## config.mk

```make
export PLATFORM = sky130hd
export DESIGN_NAME = mem_access_ctrl_flat
export DESIGN_NICKNAME = d
export VERILOG_FILES = /design/src/rtl/mem_access_ctrl_if.sv /design/src/rtl/mem_access_ctrl.sv /design/src/flat_wrapper.sv
export SDC_FILE = /design/constraint.sdc
export NUM_CORES = 1
export LEC_CHECK = 0
export BUFFER_PORTS_ARGS = -buffer_cell sky130_fd_sc_hd__buf_2
export CAP_MARGIN = 20
export CORE_AREA = 2 2 111 113
export DETAILED_ROUTE_END_ITERATION = 10
export DIE_AREA = 0 0 113 115
export PLACE_DENSITY = 0.8
export SLEW_MARGIN = 20
export SYNTH_ARGS = -nofsm -noshare
export SYNTH_HDL_FRONTEND = slang
export SYNTH_SLANG_ARGS = --single-unit
```

## constraint.sdc

```tcl
create_clock -name clk -period 4.1 [get_ports clk]
set_input_delay 0.41 -clock clk [delete_from_list [all_inputs] [get_ports clk]]
set_output_delay 0.41 -clock clk [all_outputs]
set_load 0.005 [all_outputs]
```

## src/rtl/mem_access_ctrl_if.sv

```systemverilog
// Pipeline request/response and data-memory bus signals of the load/store sequencer.
// slave is the controller's view; master is the view of the pipeline plus memory around it.
interface mem_access_ctrl_if;
  logic        req_valid;
  logic        req_we;
  logic [2:0]  req_op;
  logic [31:0] req_addr;
  logic [31:0] req_wdata;
  logic        req_ready;
  logic        stall;
  logic        resp_valid;
  logic [31:0] resp_rdata;
  logic        resp_exc;
  logic [4:0]  resp_exc_code;
  logic        mem_req;
  logic        mem_we;
  logic [31:0] mem_addr;
  logic [3:0]  mem_be;
  logic [31:0] mem_wdata;
  logic        mem_gnt;
  logic        mem_rvalid;
  logic [31:0] mem_rdata;

  modport slave (
    input  req_valid, req_we, req_op, req_addr, req_wdata,
    input  mem_gnt, mem_rvalid, mem_rdata,
    output req_ready, stall, resp_valid, resp_rdata, resp_exc, resp_exc_code,
    output mem_req, mem_we, mem_addr, mem_be, mem_wdata
  );

  modport master (
    output req_valid, req_we, req_op, req_addr, req_wdata,
    output mem_gnt, mem_rvalid, mem_rdata,
    input  req_ready, stall, resp_valid, resp_rdata, resp_exc, resp_exc_code,
    input  mem_req, mem_we, mem_addr, mem_be, mem_wdata
  );
endinterface

```

## src/rtl/mem_access_ctrl.sv

```systemverilog
// Load/store sequencer: checks one MEM-stage request, runs the bus handshake with a
// timeout, and returns extended load data or a MIPS exception code.
//   state | meaning
//   IDLE  | ready for a request
//   REQ   | mem_req high, waiting for mem_gnt
//   WAIT  | granted, waiting for mem_rvalid
//   RESP  | one-cycle completion pulse
module mem_access_ctrl #(
  parameter int MAX_WAIT = 255
) (
  input logic               clk,
  input logic               reset,
  mem_access_ctrl_if.slave  bus
);

  localparam int CNT_W = $clog2(MAX_WAIT + 1);

  typedef enum logic [1:0] {IDLE, REQ, WAIT, RESP} state_t;

  state_t           state_q, state_d;
  logic [CNT_W-1:0] cnt_q;
  logic             we_q;
  logic [2:0]       op_q;
  logic [1:0]       lane_q;
  logic [29:0]      word_q;
  logic [3:0]       be_q;
  logic [31:0]      wdata_q;
  logic             exc_q;
  logic [4:0]       code_q;
  logic [31:0]      rdata_q;

  logic accept, illegal_op, misaligned, timeout, gnt_evt, rvalid_evt;

  function automatic logic [3:0] byte_en(input logic [2:0] op, input logic [1:0] lane);
    case (op)
      3'b000:         byte_en = 4'b1111;
      3'b001, 3'b011: byte_en = lane[1] ? 4'b1100 : 4'b0011;
      default:        byte_en = 4'b0001 << lane;
    endcase
  endfunction

  function automatic logic [31:0] lane_data(input logic [2:0] op, input logic [31:0] wdata);
    case (op)
      3'b000:  lane_data = wdata;
      3'b001:  lane_data = {2{wdata[15:0]}};
      default: lane_data = {4{wdata[7:0]}};
    endcase
  endfunction

  function automatic logic [31:0] extend(input logic [2:0] op, input logic [1:0] lane,
                                         input logic [31:0] rdata);
    logic [7:0]  b;
    logic [15:0] h;
    case (lane)
      2'd0:    b = rdata[7:0];
      2'd1:    b = rdata[15:8];
      2'd2:    b = rdata[23:16];
      default: b = rdata[31:24];
    endcase
    h = lane[1] ? rdata[31:16] : rdata[15:0];
    case (op)
      3'b000:  extend = rdata;
      3'b001:  extend = {{16{h[15]}}, h};
      3'b010:  extend = {{24{b[7]}}, b};
      3'b011:  extend = {16'h0000, h};
      3'b100:  extend = {24'h000000, b};
      default: extend = 32'h0;
    endcase
  endfunction

  assign accept     = (state_q == IDLE) && bus.req_valid;
  assign illegal_op = bus.req_we ? (bus.req_op > 3'd2) : (bus.req_op > 3'd4);
  assign misaligned = ((bus.req_op == 3'b000) && (bus.req_addr[1:0] != 2'b00)) ||
                      (((bus.req_op == 3'b001) || (bus.req_op == 3'b011)) && bus.req_addr[0]);
  // Budget covers REQ+WAIT together; this is the last cycle it allows.
  assign timeout    = cnt_q >= CNT_W'(MAX_WAIT - 1);
  assign gnt_evt    = (state_q == REQ) && bus.mem_gnt;
  assign rvalid_evt = (state_q == WAIT) && bus.mem_rvalid;

  always_ff @(posedge clk or negedge reset) begin
    if (!reset) state_q <= IDLE;
    else        state_q <= state_d;
  end

  always_comb begin
    state_d = state_q;
    case (state_q)
      IDLE: if (bus.req_valid) state_d = (illegal_op || misaligned) ? RESP : REQ;
      REQ:  if (gnt_evt) state_d = WAIT;
            else if (timeout) state_d = RESP;
      WAIT: if (rvalid_evt || timeout) state_d = RESP;
      RESP: state_d = IDLE;
      default: state_d = IDLE;
    endcase
  end

  always_ff @(posedge clk or negedge reset) begin
    if (!reset) begin
      cnt_q   <= '0;
      we_q    <= 1'b0;
      op_q    <= 3'b000;
      lane_q  <= 2'b00;
      word_q  <= '0;
      be_q    <= 4'b0000;
      wdata_q <= 32'h0;
      exc_q   <= 1'b0;
      code_q  <= 5'd0;
      rdata_q <= 32'h0;
    end else if (accept) begin
      cnt_q   <= '0;
      we_q    <= bus.req_we;
      op_q    <= bus.req_op;
      lane_q  <= bus.req_addr[1:0];
      word_q  <= bus.req_addr[31:2];
      be_q    <= byte_en(bus.req_op, bus.req_addr[1:0]);
      wdata_q <= lane_data(bus.req_op, bus.req_wdata);
      rdata_q <= 32'h0;
      exc_q   <= illegal_op || misaligned;
      if (illegal_op)      code_q <= 5'd10;
      else if (misaligned) code_q <= bus.req_we ? 5'd5 : 5'd4;
      else                 code_q <= 5'd0;
    end else if ((state_q == REQ) || (state_q == WAIT)) begin
      cnt_q <= cnt_q + CNT_W'(1);
      if (rvalid_evt) begin
        rdata_q <= we_q ? 32'h0 : extend(op_q, lane_q, bus.mem_rdata);
      end else if (timeout && !gnt_evt) begin
        exc_q  <= 1'b1;
        code_q <= 5'd7;
      end
    end
  end

  always_comb begin
    bus.req_ready     = (state_q == IDLE);
    bus.stall         = bus.req_valid && (state_q != RESP);
    bus.resp_valid    = (state_q == RESP);
    bus.resp_exc      = (state_q == RESP) && exc_q;
    bus.resp_exc_code = (state_q == RESP) ? code_q : 5'd0;
    bus.resp_rdata    = (state_q == RESP) ? rdata_q : 32'h0;
    bus.mem_req       = (state_q == REQ);
    bus.mem_we        = we_q;
    bus.mem_addr      = {word_q, 2'b00};
    bus.mem_be        = be_q;
    bus.mem_wdata     = wdata_q;
  end

endmodule

```

## src/flat_wrapper.sv

```systemverilog
// flat-port wrapper written by rule: the top's interface ports become plain ports
module mem_access_ctrl_flat 
#(
  parameter int MAX_WAIT = 255
)
  (clk, reset, bus_req_valid, bus_req_we, bus_req_op, bus_req_addr, bus_req_wdata, bus_mem_gnt, bus_mem_rvalid, bus_mem_rdata, bus_req_ready, bus_stall, bus_resp_valid, bus_resp_rdata, bus_resp_exc, bus_resp_exc_code, bus_mem_req, bus_mem_we, bus_mem_addr, bus_mem_be, bus_mem_wdata);
  mem_access_ctrl_if bus_i ();
  input logic clk;
  input logic reset;
  input wire logic [$bits(bus_i.req_valid)-1:0] bus_req_valid;
  input wire logic [$bits(bus_i.req_we)-1:0] bus_req_we;
  input wire logic [$bits(bus_i.req_op)-1:0] bus_req_op;
  input wire logic [$bits(bus_i.req_addr)-1:0] bus_req_addr;
  input wire logic [$bits(bus_i.req_wdata)-1:0] bus_req_wdata;
  input wire logic [$bits(bus_i.mem_gnt)-1:0] bus_mem_gnt;
  input wire logic [$bits(bus_i.mem_rvalid)-1:0] bus_mem_rvalid;
  input wire logic [$bits(bus_i.mem_rdata)-1:0] bus_mem_rdata;
  output wire logic [$bits(bus_i.req_ready)-1:0] bus_req_ready;
  output wire logic [$bits(bus_i.stall)-1:0] bus_stall;
  output wire logic [$bits(bus_i.resp_valid)-1:0] bus_resp_valid;
  output wire logic [$bits(bus_i.resp_rdata)-1:0] bus_resp_rdata;
  output wire logic [$bits(bus_i.resp_exc)-1:0] bus_resp_exc;
  output wire logic [$bits(bus_i.resp_exc_code)-1:0] bus_resp_exc_code;
  output wire logic [$bits(bus_i.mem_req)-1:0] bus_mem_req;
  output wire logic [$bits(bus_i.mem_we)-1:0] bus_mem_we;
  output wire logic [$bits(bus_i.mem_addr)-1:0] bus_mem_addr;
  output wire logic [$bits(bus_i.mem_be)-1:0] bus_mem_be;
  output wire logic [$bits(bus_i.mem_wdata)-1:0] bus_mem_wdata;
  assign bus_i.req_valid = bus_req_valid;
  assign bus_i.req_we = bus_req_we;
  assign bus_i.req_op = bus_req_op;
  assign bus_i.req_addr = bus_req_addr;
  assign bus_i.req_wdata = bus_req_wdata;
  assign bus_i.mem_gnt = bus_mem_gnt;
  assign bus_i.mem_rvalid = bus_mem_rvalid;
  assign bus_i.mem_rdata = bus_mem_rdata;
  assign bus_req_ready = bus_i.req_ready;
  assign bus_stall = bus_i.stall;
  assign bus_resp_valid = bus_i.resp_valid;
  assign bus_resp_rdata = bus_i.resp_rdata;
  assign bus_resp_exc = bus_i.resp_exc;
  assign bus_resp_exc_code = bus_i.resp_exc_code;
  assign bus_mem_req = bus_i.mem_req;
  assign bus_mem_we = bus_i.mem_we;
  assign bus_mem_addr = bus_i.mem_addr;
  assign bus_mem_be = bus_i.mem_be;
  assign bus_mem_wdata = bus_i.mem_wdata;
  mem_access_ctrl #(.MAX_WAIT(MAX_WAIT)) u_core (.clk(clk), .reset(reset), .bus(bus_i));
endmodule
```

==> impl_metrics.env, run 1 <==
export IMPL_worst_ep_arrival_time_ns=2.59
export IMPL_root_buffer="clkbuf_16"
export IMPL_slew_headroom_pct=25.8
export IMPL_stdcell_area_um2=7500
export IMPL_cts_tree="done"
export IMPL_skew_ns=0.00533
export IMPL_final_util_pct=63.5
export IMPL_synth_main_ff_cell="dfrtp_1"
export IMPL_crit_chain="inv_1, ha_1, and2_2, or4_1, o21ai_0"
export IMPL_rrSetupSlack_ns=1.82
export IMPL_crit_required_ns=4.41
export IMPL_wl_um=16000
export IMPL_dpl_instance_area_um2=6880
export IMPL_clock_latency_ns=0.41
export IMPL_nFillCells=1040
export IMPL_num_nets_final=945
export IMPL_die_x_um=113
export IMPL_power_density_nw_per_um2=728
export IMPL_ios=216
export IMPL_synth_area_um2=5780
export IMPL_ys_types=59
export IMPL_power_mw=5.46
export IMPL_final_common_cell="buf_2"
export IMPL_cts_setup_buffers=0
export IMPL_synth_edf_count=0
export IMPL_ys_ff_latch=119
export IMPL_grt_max_degree=105
export IMPL_startpoint_type="register"
export IMPL_worstMarginPinSlew_ns=1.11
export IMPL_max_cap_viol_count=0
export IMPL_drtIter0Drc=337
export IMPL_antenna_cells=0
export IMPL_numCtsBuffers=17
export IMPL_grtUsageTotal_pct=25.1
export IMPL_final_setup_viol_count=0
export IMPL_cp_slowest_cell="or4_1"
export IMPL_finalNonFillerCells=994
export IMPL_antenna_found_initial=0
export IMPL_syn_inst=642
export IMPL_die_h_um=115
export IMPL_coreArea_um2=11800
export IMPL_r2r_end="u_core.rdata_q[30]$_DFFE_PN0P_"
export IMPL_hpwl_um=11400
export IMPL_ctsHtreeMaxLevel=4
export IMPL_place_congestion=0.837
export IMPL_post_route_drc_count=15
export IMPL_ff2ff_path_depth=5
export IMPL_grt_overflow=0
export IMPL_num_rows=40
export IMPL_use_met3_pct=8.43
export IMPL_most_common_layout_cells="211 x buf_2, 199 x nand2_1, 119 x dfrtp_1, 71 x o21ai_0, 37 x and2_1"
export IMPL_met1_usage_pct=31.6
export IMPL_yosysSeqAreaShare_pct=51.5
export IMPL_violations="design-rule violations"
export IMPL_outcome="complete, but fails checks"
export IMPL_end_kind="register"
export IMPL_max_stage_delay_ns=0.73
export IMPL_dp_cells=962
export IMPL_hold_path_class="in2async"
export IMPL_hold_viol_final=0
export IMPL_grt_pass1_wl_um=25600
export IMPL_cts_resized=0
export IMPL_p_leak_nw=3.94
export IMPL_worstSetupPathType="reg2reg"
export IMPL_r2r_start="u_core.state_q[0]$_DFFE_PN0P_"
export IMPL_portBuffers=212
export IMPL_met2_usage_pct=41.6
export IMPL_cts_max_path_buffers=2
export IMPL_num_vias=5285
export IMPL_first_global_vias=5106
export IMPL_cts_hold_buf=0
export IMPL_yosysWarnings=0
export IMPL_routedWlPerCell_um=16.1
export IMPL_drive_gt1_share_pct=30.8
export IMPL_fin_crit_ns=2.28
export IMPL_fin_crit_sh_pct=55.6
export IMPL_ant_nets=0
export IMPL_vias_per_cell=5.32
export IMPL_fin_setup_tns_ns=0
export IMPL_die_area_um2=13000
export IMPL_drtPass1Iterations=8
export IMPL_postSynthAreaPerCell_um2=9.01
export IMPL_rsz0062_at_grt="false"
export IMPL_cts_sinks=119
export IMPL_irDropWorstVdd_mv=0.362
export IMPL_busiest_layer="met2"
export IMPL_start_util_pct=49.0
export IMPL_fmax_ghz=0.438
export IMPL_cp_max_fo=28
export IMPL_clkSlewWorstSetupHoldPaths_ns=0.06
export IMPL_area_growth_syn_to_layout_pct=29.7
export IMPL_slew_viol_final=0
export IMPL_ys_async_sr_fraction_pct=100
worst max-delay path, delay by kind of cell, from the launching register on:
kind                       cells  cell delay (ns)
buffers and inverters          1             0.10
AOI/OAI and AO/OA              1             0.28
DFF                            1             0.41
and+or+nand+nor                2             1.11
adders and majority gates      1             0.27
Yosys cell counts (5+ instances only):
library cell | n | share of area, %
nand2_1 | 200 | 13
dfrtp_1 | 119 | 51
o21ai_0 | 71 | 6.1
and2_1 | 39 | 4.2
clkbuf_1 | 32 | 2.1
mux2i_1 | 25 | 4.3
a21oi_1 | 24 | 2.1
nor2_1 | 13 | 0.84
nor2b_1 | 10 | 1.1
a211oi_1 | 9 | 1.2
o22ai_1 | 9 | 0.97
a221oi_1 | 8 | 1.2
inv_1 | 8 | 0.52
ha_1 | 6 | 1.3
o31ai_1 | 6 | 0.78
buf_2 | 5 | 0.43
stage by stage:
stage	hold WS [ns]	worst slack (ns)
2_1_floorplan	0.114	2.14
3_3_place_gp	0.453	1.85
3_5_place_dp	0.457	1.81
4_1_cts	0.0550	1.55
5_1_grt	0.0816	1.65
6_report	0.0498	1.82
registers in the layout, summed over array words and instances, names as in the netlist:
name	flops
u_core.bus.mem_wdata	32
u_core.state_q	2
u_core.bus.mem_be	4
u_core.rdata_q	32
u_core.bus.mem_we	1
u_core.word_q	30
u_core.exc_q	1
u_core.lane_q	2
u_core.code_q	4
u_core.cnt_q	8
u_core.op_q	3
worst max-delay path by stage:
stage,startpoint,to,slack [ns]
floorplan,u_core.state_q[0]$_DFFE_PN0P_,u_core.rdata_q[6]$_DFFE_PN0P_,2.14
global placement,u_core.state_q[0]$_DFFE_PN0P_,u_core.rdata_q[6]$_DFFE_PN0P_,1.85
detailed placement,u_core.state_q[0]$_DFFE_PN0P_,u_core.rdata_q[6]$_DFFE_PN0P_,1.81
CTS,u_core.state_q[0]$_DFFE_PN0P_,bus_resp_rdata[15],1.55
global route,u_core.state_q[0]$_DFFE_PN0P_,u_core.rdata_q[20]$_DFFE_PN0P_,1.65
finish,u_core.state_q[0]$_DFFE_PN0P_,u_core.rdata_q[30]$_DFFE_PN0P_,1.82
cell families after synthesis:
group / share of synthesized area [%]
and+or+nand+nor: 21.7
AOI/OAI and AO/OA: 15.5
DFF: 51.5
buffers and inverters: 4.09
muxes: 4.78
xor gates and xnor gates: 1.06
adders and majority gates: 1.30
other: 0.0648
where the power goes:
part	switching, mW	leakage, nW	internal, mW
logic	1.10	2.12	0.815
clock network	0.552	0.289	0.976
registers	0.340	1.53	1.67
total	2.00	3.94	3.46
area by class of cell:
cell class,instances,area (um2),share of cell area (%)
inverter,8,30.0,0.400
tap,147,184,2.45
clock inverter,14,174,2.32
sequential,119,2980,39.7
clock buffer,18,439,5.85
timing repair buffer,216,1090,14.6
multi-input combinational,472,2610,34.7
routing by layer:
metal | wire [um] | up-vias
met5 | 0 | -
met4 | 284 | 0
met3 | 1310 | 25
met2 | 7780 | 226
met1 | 6570 | 2486
li1 | - | 2548
No activity file was read; power rests on OpenSTA's default activity.
==> inputs of run 2 (changes only) <==
CORE_AREA = 2 2 117 119   (was 2 2 111 113)
DIE_AREA = 0 0 119 121   (was 0 0 113 115)
PLACE_DENSITY = 0.76   (was 0.8)
clock period = 1.9 ns   (was 4.1 ns; I/O delays follow)
==> run 2 against run 1 <==
  * The flow now finishes without violations
  * Total power increased by 120%
  * Fmax increased by 25%
  * First-iteration DRC count grew 32%
  * Combinational power is 140% higher
  * Flip-flop and latch count is the same
  * Clock power is 120% higher
  * Critical path depth did not move
  * Clock skew is 0.0033 ns higher
  * Register-to-register slack lost 1.7 ns
  * Wire length increased by 5.2%
  * Cell count is 7.4% higher
  * Largest cell class unchanged
==> impl_metrics.env, run 2 (same netlist as run 1, synthesis figures left out) <==
export IMPL_outcome="finished, final reports clean"
export IMPL_max_cap_viol_count=0
export IMPL_hpwl_um=11800
export IMPL_clock_latency_ns=0.41
export IMPL_hold_viol_final=0
export IMPL_final_common_cell="buf_2"
export IMPL_crit_required_ns=2.21
export IMPL_die_h_um=121
export IMPL_place_congestion=0.846
export IMPL_fin_crit_ns=1.83
export IMPL_coreArea_um2=13100
export IMPL_slew_viol_final=0
export IMPL_ant_nets=0
export IMPL_root_buffer="clkbuf_16"
export IMPL_finalNonFillerCells=1068
export IMPL_p_leak_nw=4.17
export IMPL_portBuffers=212
export IMPL_ctsHtreeMaxLevel=4
export IMPL_startpoint_type="register"
export IMPL_skew_ns=0.00868
export IMPL_worst_ep_arrival_time_ns=2.14
export IMPL_grt_pass1_wl_um=27300
export IMPL_seq_area_um2=2980
export IMPL_max_stage_delay_ns=0.57
export IMPL_irDropWorstVdd_mv=0.675
export IMPL_clkSlewWorstSetupHoldPaths_ns=0.05
export IMPL_power_density_nw_per_um2=1510
export IMPL_num_nets_final=990
export IMPL_area_growth_syn_to_layout_pct=38.9
export IMPL_drtIter0Drc=445
export IMPL_wl_um=16800
export IMPL_most_common_layout_cells="211 x buf_2, 199 x nand2_1, 119 x dfrtp_1, 64 x o21ai_0, 38 x and2_1"
export IMPL_antenna_cells=0
export IMPL_cts_max_path_buffers=2
export IMPL_cts_tree="done"
export IMPL_numCtsBuffers=17
export IMPL_nFillCells=1129
export IMPL_start_util_pct=44.2
export IMPL_post_route_drc_count=0
export IMPL_die_area_um2=14400
export IMPL_cp_max_fo=16
export IMPL_slew_headroom_pct=60.9
export IMPL_worstMarginPinSlew_ns=0.584
export IMPL_num_vias=5447
export IMPL_fin_crit_sh_pct=96.1
export IMPL_fmax_ghz=0.548
export IMPL_grt_max_degree=105
export IMPL_end_kind="register"
export IMPL_worstSetupPathType="reg2reg"
export IMPL_hold_path_class="in2reg"
export IMPL_rsz0062_at_grt="true"
export IMPL_drtPass1Iterations=5
export IMPL_grtUsageTotal_pct=24.2
export IMPL_cts_setup_buffers=0
export IMPL_antenna_found_initial=0
export IMPL_num_rows=42
export IMPL_ios=216
export IMPL_crit_chain="inv_2, ha_4, and2_2, a2111o_2, o31ai_2"
export IMPL_multi_input_area_um2=2610
export IMPL_vias_per_cell=5.10
export IMPL_grt_overflow=0
export IMPL_routedWlPerCell_um=15.7
export IMPL_cp_slowest_cell="a2111o_2"
export IMPL_power_mw=12.1
export IMPL_die_x_um=119
export IMPL_cts_sinks=119
export IMPL_drive_gt1_share_pct=30.8
export IMPL_first_global_vias=5457
export IMPL_dp_cells=1005
export IMPL_rrSetupSlack_ns=0.07
export IMPL_final_setup_viol_count=0
==> run 2: cell types whose count changed in the layout (fill, tap and decap cells not counted), sizes merged <==
cell / previous run / this run
clkinv: 4 / 3
dlygate4sd3: 0 / 31
clkbuf: 18 / 25
buf: 216 / 230
inv: 11 / 8
clkinvlp: 4 / 1
==> run 2: stage by stage <==
| stage | util (%) | TNS (ns) | hold WS [ns] | area [um2] | setup WS, ns |
|---|---|---|---|---|---|
| 2_1_floorplan | - | 0 | -0.106 | 5800 | 0.000989 |
| 3_3_place_gp | 54.1 | 0 | 0.159 | 7080 | 0.0650 |
| 3_5_place_dp | 54.1 | -0.0164 | 0.157 | 7080 | -0.0164 |
| 4_1_cts | 61.2 | 0 | 0.0127 | 8010 | 0.00824 |
| 5_1_grt | 61.4 | -0.0728 | 0.0413 | 8030 | -0.0198 |
| 6_report | 61.4 | 0 | 0.0286 | 8030 | 0.0737 |
==> run 2: timing repair <==
item / 4_1_cts / 5_1_grt
hold buffers: 31 / 0
hold endpoints to repair: 58 / 0
resized for setup: 2 / 13
pin swaps: 0 / 1
endpoints found under the setup margin: 34 / 34
cloned: 0 / 0
==> run 2: power breakdown <==
| group | total [mW] | switching, mW | internal [mW] |
|---|---|---|---|
| registers | 4.29 | 0.679 | 3.61 |
| clock network | 3.30 | 1.10 | 2.20 |
| logic | 4.52 | 2.47 | 2.05 |
==> run 2: cell type report <==
type                       count  area share, %
inverter                       8          0.374
tap                          176           2.74
clock buffer                  25           6.17
clock inverter                 7           1.45
multi-input combinational    472           32.5
timing repair buffer         261           19.7
sequential                   119           37.1
==> run 2: final timing paths <==
kind	startpoint	to	depth (start not counted)
setup / recovery	u_core.state_q[0]$_DFFE_PN0P_	u_core.rdata_q[6]$_DFFE_PN0P_	5
hold / removal	bus_req_wdata[1]	u_core.bus.mem_wdata[1]$_DFFE_PN0P_	3
setup reg to reg	u_core.state_q[0]$_DFFE_PN0P_	u_core.rdata_q[6]$_DFFE_PN0P_	5
hold reg to reg	u_core.word_q[29]$_DFFE_PN0P_	u_core.word_q[29]$_DFFE_PN0P_	2
max in group asynchronous	reset	u_core.cnt_q[3]$_DFFE_PN0P_	3
min in group asynchronous	reset	u_core.code_q[2]$_DFFE_PN0P_	2
==> run 2: worst max-delay path, delay by kind of cell, from the launching register on <==
kind,cells,cell delay (ns)
adder cells (fa/ha/maj),1,0.16
AND/OR/NAND/NOR,1,0.20
buffers and inverters,1,0.09
flip-flops,1,0.42
AO/OA/AOI/OAI,2,0.86
==> run 2: layer usage <==
| metal | share of wire [%] | wire [um] | GRT usage [%] |
|---|---|---|---|
| met2 | 49 | 8230 | 41.1 |
| met3 | 8.3 | 1390 | 7.42 |
| met1 | 41 | 6870 | 29.3 |
| met4 | 1.8 | 306 | 8.18 |
| met5 | 0 | 0 | 0 |
